### src/rtl/sequence_generator_20161311_if.sv
// ---------------------------------------------------------------------------
// sequence_generator_20161311_if
// Digit stream carried from the 20161311 sequence generator to its sink
// (normally the sequence detector's in_num input).
//   out_num   : current 4-bit BCD digit
//   out_valid : out_num holds a digit offered to the sink
//   out_ready : sink accepts the digit; a transfer is out_valid && out_ready
//   out_last  : marks digit index 7 of each repetition
// master = generator side, slave = sink side.
// ---------------------------------------------------------------------------
interface sequence_generator_20161311_if;
   logic [3:0] out_num;
   logic       out_valid;
   logic       out_ready;
   logic       out_last;

   modport master (
      output out_num,
      output out_valid,
      output out_last,
      input  out_ready
   );

   modport slave (
      input  out_num,
      input  out_valid,
      input  out_last,
      output out_ready
   );
endinterface

### src/rtl/sequence_generator_20161311.sv
// ---------------------------------------------------------------------------
// sequence_generator_20161311
// Emits the BCD digit sequence 2,0,1,6,1,3,1,1 over a valid/ready stream,
// repeated 'reps' times (0 means once), optionally with GAP_CYCLES idle
// cycles after every digit except the very last one.
//   clk    : rising-edge clock
//   rst_n  : asynchronous active-low reset
//   start  : begin a transmission (only looked at in IDLE)
//   reps   : repetition count, latched with an accepted start
//   abort  : cancel the transmission in progress, back to IDLE, no done
//   stream : digit stream (out_num/out_valid/out_last out, out_ready in)
//   busy   : high in SEND, GAP and DONE
//   done   : one-cycle pulse after the final digit has been transferred
// All outputs are registers, so there is no input-to-output comb path.
// ---------------------------------------------------------------------------
module sequence_generator_20161311 #(
   parameter int GAP_CYCLES = 0,
   parameter int REP_W      = 4
) (
   input  logic                         clk,
   input  logic                         rst_n,
   input  logic                         start,
   input  logic [REP_W-1:0]             reps,
   input  logic                         abort,
   sequence_generator_20161311_if.master stream,
   output logic                         busy,
   output logic                         done
);

   // Gap counter runs 0..GAP_CYCLES-1; with no gaps it is never used and
   // gets trimmed away.
   localparam int GAP_W = (GAP_CYCLES > 1) ? $clog2(GAP_CYCLES) : 1;
   localparam logic [GAP_W-1:0] GAP_LAST = GAP_W'((GAP_CYCLES > 0) ? GAP_CYCLES - 1 : 0);

   typedef enum logic [1:0] {IDLE, SEND, GAP, DONE} state_t;

   state_t           state;
   logic [2:0]       idx;
   logic [REP_W-1:0] rep_cnt;
   logic [GAP_W-1:0] gap_cnt;

   // idx is 3 bits wide, so 7+1 wraps to 0 for the next repetition.
   logic [2:0] idx_nxt;
   logic       final_rep;
   assign idx_nxt   = idx + 3'd1;
   assign final_rep = (rep_cnt == REP_W'(1));

   function automatic logic [3:0] digit_of(input logic [2:0] i);
      logic [3:0] d;
      case (i)
         3'd0:    d = 4'd2;
         3'd1:    d = 4'd0;
         3'd2:    d = 4'd1;
         3'd3:    d = 4'd6;
         3'd4:    d = 4'd1;
         3'd5:    d = 4'd3;
         3'd6:    d = 4'd1;
         default: d = 4'd1;
      endcase
      return d;
   endfunction

   always_ff @(posedge clk or negedge rst_n) begin
      if (!rst_n) begin
         state            <= IDLE;
         idx              <= 3'd0;
         rep_cnt          <= '0;
         gap_cnt          <= '0;
         stream.out_valid <= 1'b0;
         stream.out_num   <= 4'd0;
         stream.out_last  <= 1'b0;
         busy             <= 1'b0;
         done             <= 1'b0;
      end else begin
         done <= 1'b0;
         // Abort outranks a same-cycle transfer and the final transfer's
         // done; a digit accepted in this cycle is simply not resent.
         if (abort && state != IDLE) begin
            state            <= IDLE;
            idx              <= 3'd0;
            rep_cnt          <= '0;
            gap_cnt          <= '0;
            stream.out_valid <= 1'b0;
            stream.out_num   <= 4'd0;
            stream.out_last  <= 1'b0;
            busy             <= 1'b0;
         end else begin
            case (state)
               IDLE: begin
                  if (start && !abort) begin
                     state            <= SEND;
                     idx              <= 3'd0;
                     rep_cnt          <= (reps == '0) ? REP_W'(1) : reps;
                     stream.out_valid <= 1'b1;
                     stream.out_num   <= digit_of(3'd0);
                     stream.out_last  <= 1'b0;
                     busy             <= 1'b1;
                  end
               end
               SEND: begin
                  // Without out_ready everything holds, keeping the offer stable.
                  if (stream.out_ready) begin
                     if (idx == 3'd7 && final_rep) begin
                        state            <= DONE;
                        idx              <= 3'd0;
                        rep_cnt          <= '0;
                        stream.out_valid <= 1'b0;
                        stream.out_num   <= 4'd0;
                        stream.out_last  <= 1'b0;
                        done             <= 1'b1;
                     end else begin
                        idx <= idx_nxt;
                        if (idx == 3'd7) rep_cnt <= rep_cnt - REP_W'(1);
                        if (GAP_CYCLES > 0) begin
                           state            <= GAP;
                           gap_cnt          <= '0;
                           stream.out_valid <= 1'b0;
                           stream.out_num   <= 4'd0;
                           stream.out_last  <= 1'b0;
                        end else begin
                           stream.out_num  <= digit_of(idx_nxt);
                           stream.out_last <= (idx_nxt == 3'd7);
                        end
                     end
                  end
               end
               GAP: begin
                  if (gap_cnt == GAP_LAST) begin
                     state            <= SEND;
                     gap_cnt          <= '0;
                     stream.out_valid <= 1'b1;
                     stream.out_num   <= digit_of(idx);
                     stream.out_last  <= (idx == 3'd7);
                  end else begin
                     gap_cnt <= gap_cnt + GAP_W'(1);
                  end
               end
               DONE: begin
                  state <= IDLE;
                  busy  <= 1'b0;
               end
               default: begin
                  state <= IDLE;
                  busy  <= 1'b0;
               end
            endcase
         end
      end
   end

endmodule

### src/flat_wrapper.sv
// flat-port wrapper written by rule: the top's interface ports become plain ports
module sequence_generator_20161311_flat 
#(
   parameter int GAP_CYCLES = 0,
   parameter int REP_W      = 4
)
  (clk, rst_n, start, reps, abort, busy, done, stream_out_num, stream_out_valid, stream_out_last, stream_out_ready);
  sequence_generator_20161311_if stream_i ();
  input  logic clk;
  input  logic rst_n;
  input  logic start;
  input  logic [REP_W-1:0] reps;
  input  logic abort;
  output logic busy;
  output logic done;
  output wire logic [$bits(stream_i.out_num)-1:0] stream_out_num;
  output wire logic [$bits(stream_i.out_valid)-1:0] stream_out_valid;
  output wire logic [$bits(stream_i.out_last)-1:0] stream_out_last;
  input wire logic [$bits(stream_i.out_ready)-1:0] stream_out_ready;
  assign stream_out_num = stream_i.out_num;
  assign stream_out_valid = stream_i.out_valid;
  assign stream_out_last = stream_i.out_last;
  assign stream_i.out_ready = stream_out_ready;
  sequence_generator_20161311 #(.GAP_CYCLES(GAP_CYCLES), .REP_W(REP_W)) u_core (.clk(clk), .rst_n(rst_n), .start(start), .reps(reps), .abort(abort), .stream(stream_i), .busy(busy), .done(done));
endmodule
### config.mk
export PLATFORM = sky130hd
export DESIGN_NAME = sequence_generator_20161311_flat
export DESIGN_NICKNAME = d
export VERILOG_FILES = /design/src/rtl/sequence_generator_20161311_if.sv /design/src/rtl/sequence_generator_20161311.sv /design/src/flat_wrapper.sv
export SDC_FILE = /design/constraint.sdc
export NUM_CORES = 1
export LEC_CHECK = 0
export ABC_AREA = 1
export CORE_MARGIN = 4
export CORE_UTILIZATION = 40
export DETAILED_ROUTE_END_ITERATION = 8
export DONT_BUFFER_PORTS = 1
export GPL_ROUTABILITY_DRIVEN = 0
export PLACE_DENSITY = 0.64
export SLEW_MARGIN = 5
export SYNTH_ARGS = -nofsm -noshare
export SYNTH_HDL_FRONTEND = slang
export SYNTH_SLANG_ARGS = --single-unit
### constraint.sdc
create_clock -name clk -period 3.25 [get_ports clk]
set_clock_uncertainty 0.2 [all_clocks]
set_input_delay 0.4875 -clock clk [delete_from_list [all_inputs] [get_ports clk]]
set_output_delay 0.4875 -clock clk [all_outputs]
set_load 0.02 [all_outputs]
==> flow_metrics.tcl <==
set metrics [dict create \
    grt_use_met1_pct 16.6 \
    synth_area_leader_cell "dfrtp_1" \
    nFillCells 294 \
    cts_resized 0 \
    fmax_mhz 520 \
    cts_sinks 16 \
    crit_path_start_kind "register" \
    slew_headroom_pct 47.4 \
    fin_cells 201 \
    synth.distinct_cells 24 \
    cts.clk_slew.worst_paths_ns 0.09 \
    min_to "u_core.done" \
    syn_nets 188 \
    htreeDepth 1 \
    antenna_found_initial 0 \
    synth_edf_count 0 \
    slowest_delay_ns 0.46 \
    required_ns 3.27 \
    tightest_slew_ns 0.786 \
    port_buffers 0 \
    power.density_nw_per_um2 919 \
    grtUsageMet2_pct 21.6 \
    dieArea_sq_um 3940 \
    core-area_sq_um 2810 \
    io_pins 17 \
    dp_hpwl_um 1940 \
    r2r-end "u_core.stream.out_num[1]" \
    final_hold_viol_count 0 \
    period_share_pct 59.2 \
    crit_family "simple AND/OR/NAND/NOR gates" \
    place_area_sq_um 1230 \
    final_layout_size_suffix_gt1_share_pct 12.9 \
    die_h_um 62.7 \
    path_cells "ha_1, ha_1, nand2_1, inv_1, nand2_1, nand2_1, nor2_1, nand2_1, nand2_1, nand2_1, nand2_1" \
    gr-total-overflow 0 \
    num_antenna_cells 0 \
    cts_buffers 3 \
    drv_slew 0 \
    wl_um 2440 \
    drt_iter0_drc 64 \
    period_needed_ns 1.92 \
    cp_max_fo 7 \
    worst_r2r_path_depth 11 \
    r2r_start "u_core.idx[1]" \
    grt_pass1_vias 959 \
    grt_max_degree 17 \
    root_buffer "clkbuf_4" \
    total_power_mw 1.16 \
    cp_common_cell "nand2_1" \
    vias 977 \
    crit_buf_inv 1 \
    arrival_ns 1.95 \
    postCtsSetupBuffers 0 \
    ant_nets 0 \
    synth_most_common_cell "nand2_1" \
    final_util_pct 45.0 \
    p_leak_nw 0.706 \
    critical_path_class "register to register" \
    final_area_sq_um 1260 \
    start_util_pct 42.7 \
    dr.pass1.iters 4 \
    hold_class "input pin to register" \
    viasPerCell 4.86 \
    cp_slowest_cell "dfrtp_1" \
    r2r_slack_ns 1.33 \
    netlist_top_cells_count "62 x nand2_1, 21 x inv_1, 16 x dfrtp_1" \
    crit_cells 11 \
    nets 193 \
    rsz0062_at_grt "no" \
    track_usage_pct 13.4 \
    area_growth_pct 5.32 \
    grt_pass1_wl_um 4170 \
    whs_path_depth 2 \
    wl_per_cell_um 12.1 \
    clockBufferDepth 2 \
    synth_ff_type "dfrtp_1" \
    dp_cells 197 \
    synth_cells 167 \
    use_met3_pct 5.04 \
    remaining_drc_errors 0 \
    synth_area_per_cell_sq_um 7.18 \
    yosysSeqAreaShare_pct 33.4 \
    ys_top_cells_by_area "dfrtp_1 33%, nand2_1 19%, ha_1 13%, inv_1 6.6%, o21ai_0 4.2%" \
    synth-seq-cells 16 \
    setup_violations 0 \
    rows 19 \
    cts_tree "done" \
    top_usage_layer "met2" \
    die_x_um 62.7 \
    worst_ir_drop_vdd_v 0.000452 \
    synthArstFlopShare_pct 100 \
    synth_warnings 0 \
    cp-end-kind "register" \
    synth_area_sq_um 1200 \
    setup_tns_ns 0 \
    maxCapViolCount 0 \
    hold_path_startpoint "stream_out_ready" \
    synth_top_area_share_pct 33.4 \
    cts_hold_buffers 1 \
    insertion_delay_ns 0.29 \
    status "completed" \
]
## how the worst max path moves through the flow
| stage | from | end | slack, ns |
|---|---|---|---|
| floorplan | u_core.idx[1] | u_core.stream.out_num[2] | 1.54 |
| global placement | u_core.idx[0] | u_core.stream.out_num[1] | 1.39 |
| detailed placement | u_core.idx[1] | u_core.stream.out_num[1] | 1.34 |
| CTS | u_core.idx[1] | u_core.stream.out_num[1] | 1.31 |
| global route | u_core.idx[1] | u_core.stream.out_num[2] | 1.17 |
| finish | u_core.idx[1] | u_core.stream.out_num[1] | 1.33 |
## layer usage
metal  part of all wire, %  wire length [um]
met2                    46              1110
met1                    50              1210
met5                     0                 0
met4                  0.98                24
met3                   4.0                97
## cells by family (layout without fill, tap and decap cells)
family,after synthesis,in the layout,share of synthesized area (%)
adder cells (fa/ha/maj),12,12,12.5
AO/OA/AOI/OAI,19,19,8.77
XOR/XNOR,1,1,0.731
buffers and inverters,26,29,8.66
flip-flops,16,16,33.4
other,1,1,0.313
AND/OR/NAND/NOR,92,92,35.6
## where the power goes
part	switching [mW]	leakage [nW]	internal [mW]
Clock	0.0601	0.0138	0.0430
Combinational	0.455	0.483	0.237
Sequential	0.0959	0.209	0.269
Total	0.611	0.706	0.549
## stage by stage
stage	hold slack, ns	setup slack [ns]
final	0.121	1.33
after global routing	0.0982	1.17
after CTS	0.111	1.31
after detailed placement	-0.00770	1.34
after global placement	-0.00767	1.39
after floorplan	-0.00809	1.54
## area by class of cell
class / count / area [sq um] / area share, %
multi-input combinational: 125 / 694 / 55.0
sequential: 16 / 400 / 31.7
inverter: 25 / 96.3 / 7.63
tap: 31 / 38.8 / 3.07
clock buffer: 3 / 22.5 / 1.78
timing repair buffer: 1 / 10.0 / 0.793
## flip-flops by register name (all words and copies together) (netlist names)
name	flops
u_core.idx	3
u_core.rep_cnt	4
u_core.stream.out_last	1
u_core.busy	1
u_core.stream.out_num	3
u_core.state	2
u_core.done	1
u_core.stream.out_valid	1
## layout by cell type (no fill, tap or decap), drive strengths merged
cell	count
a21oi	1
clkbuf	3
conb	1
dfrtp	16
dlygate4sd3	1
ha	12
inv	25
nand2	70
nand3	9
nand4	1
nor2	9
nor3	2
o21ai	17
o21bai	1
or2	1
xnor2	1
(Power assumes the default switching activity.)
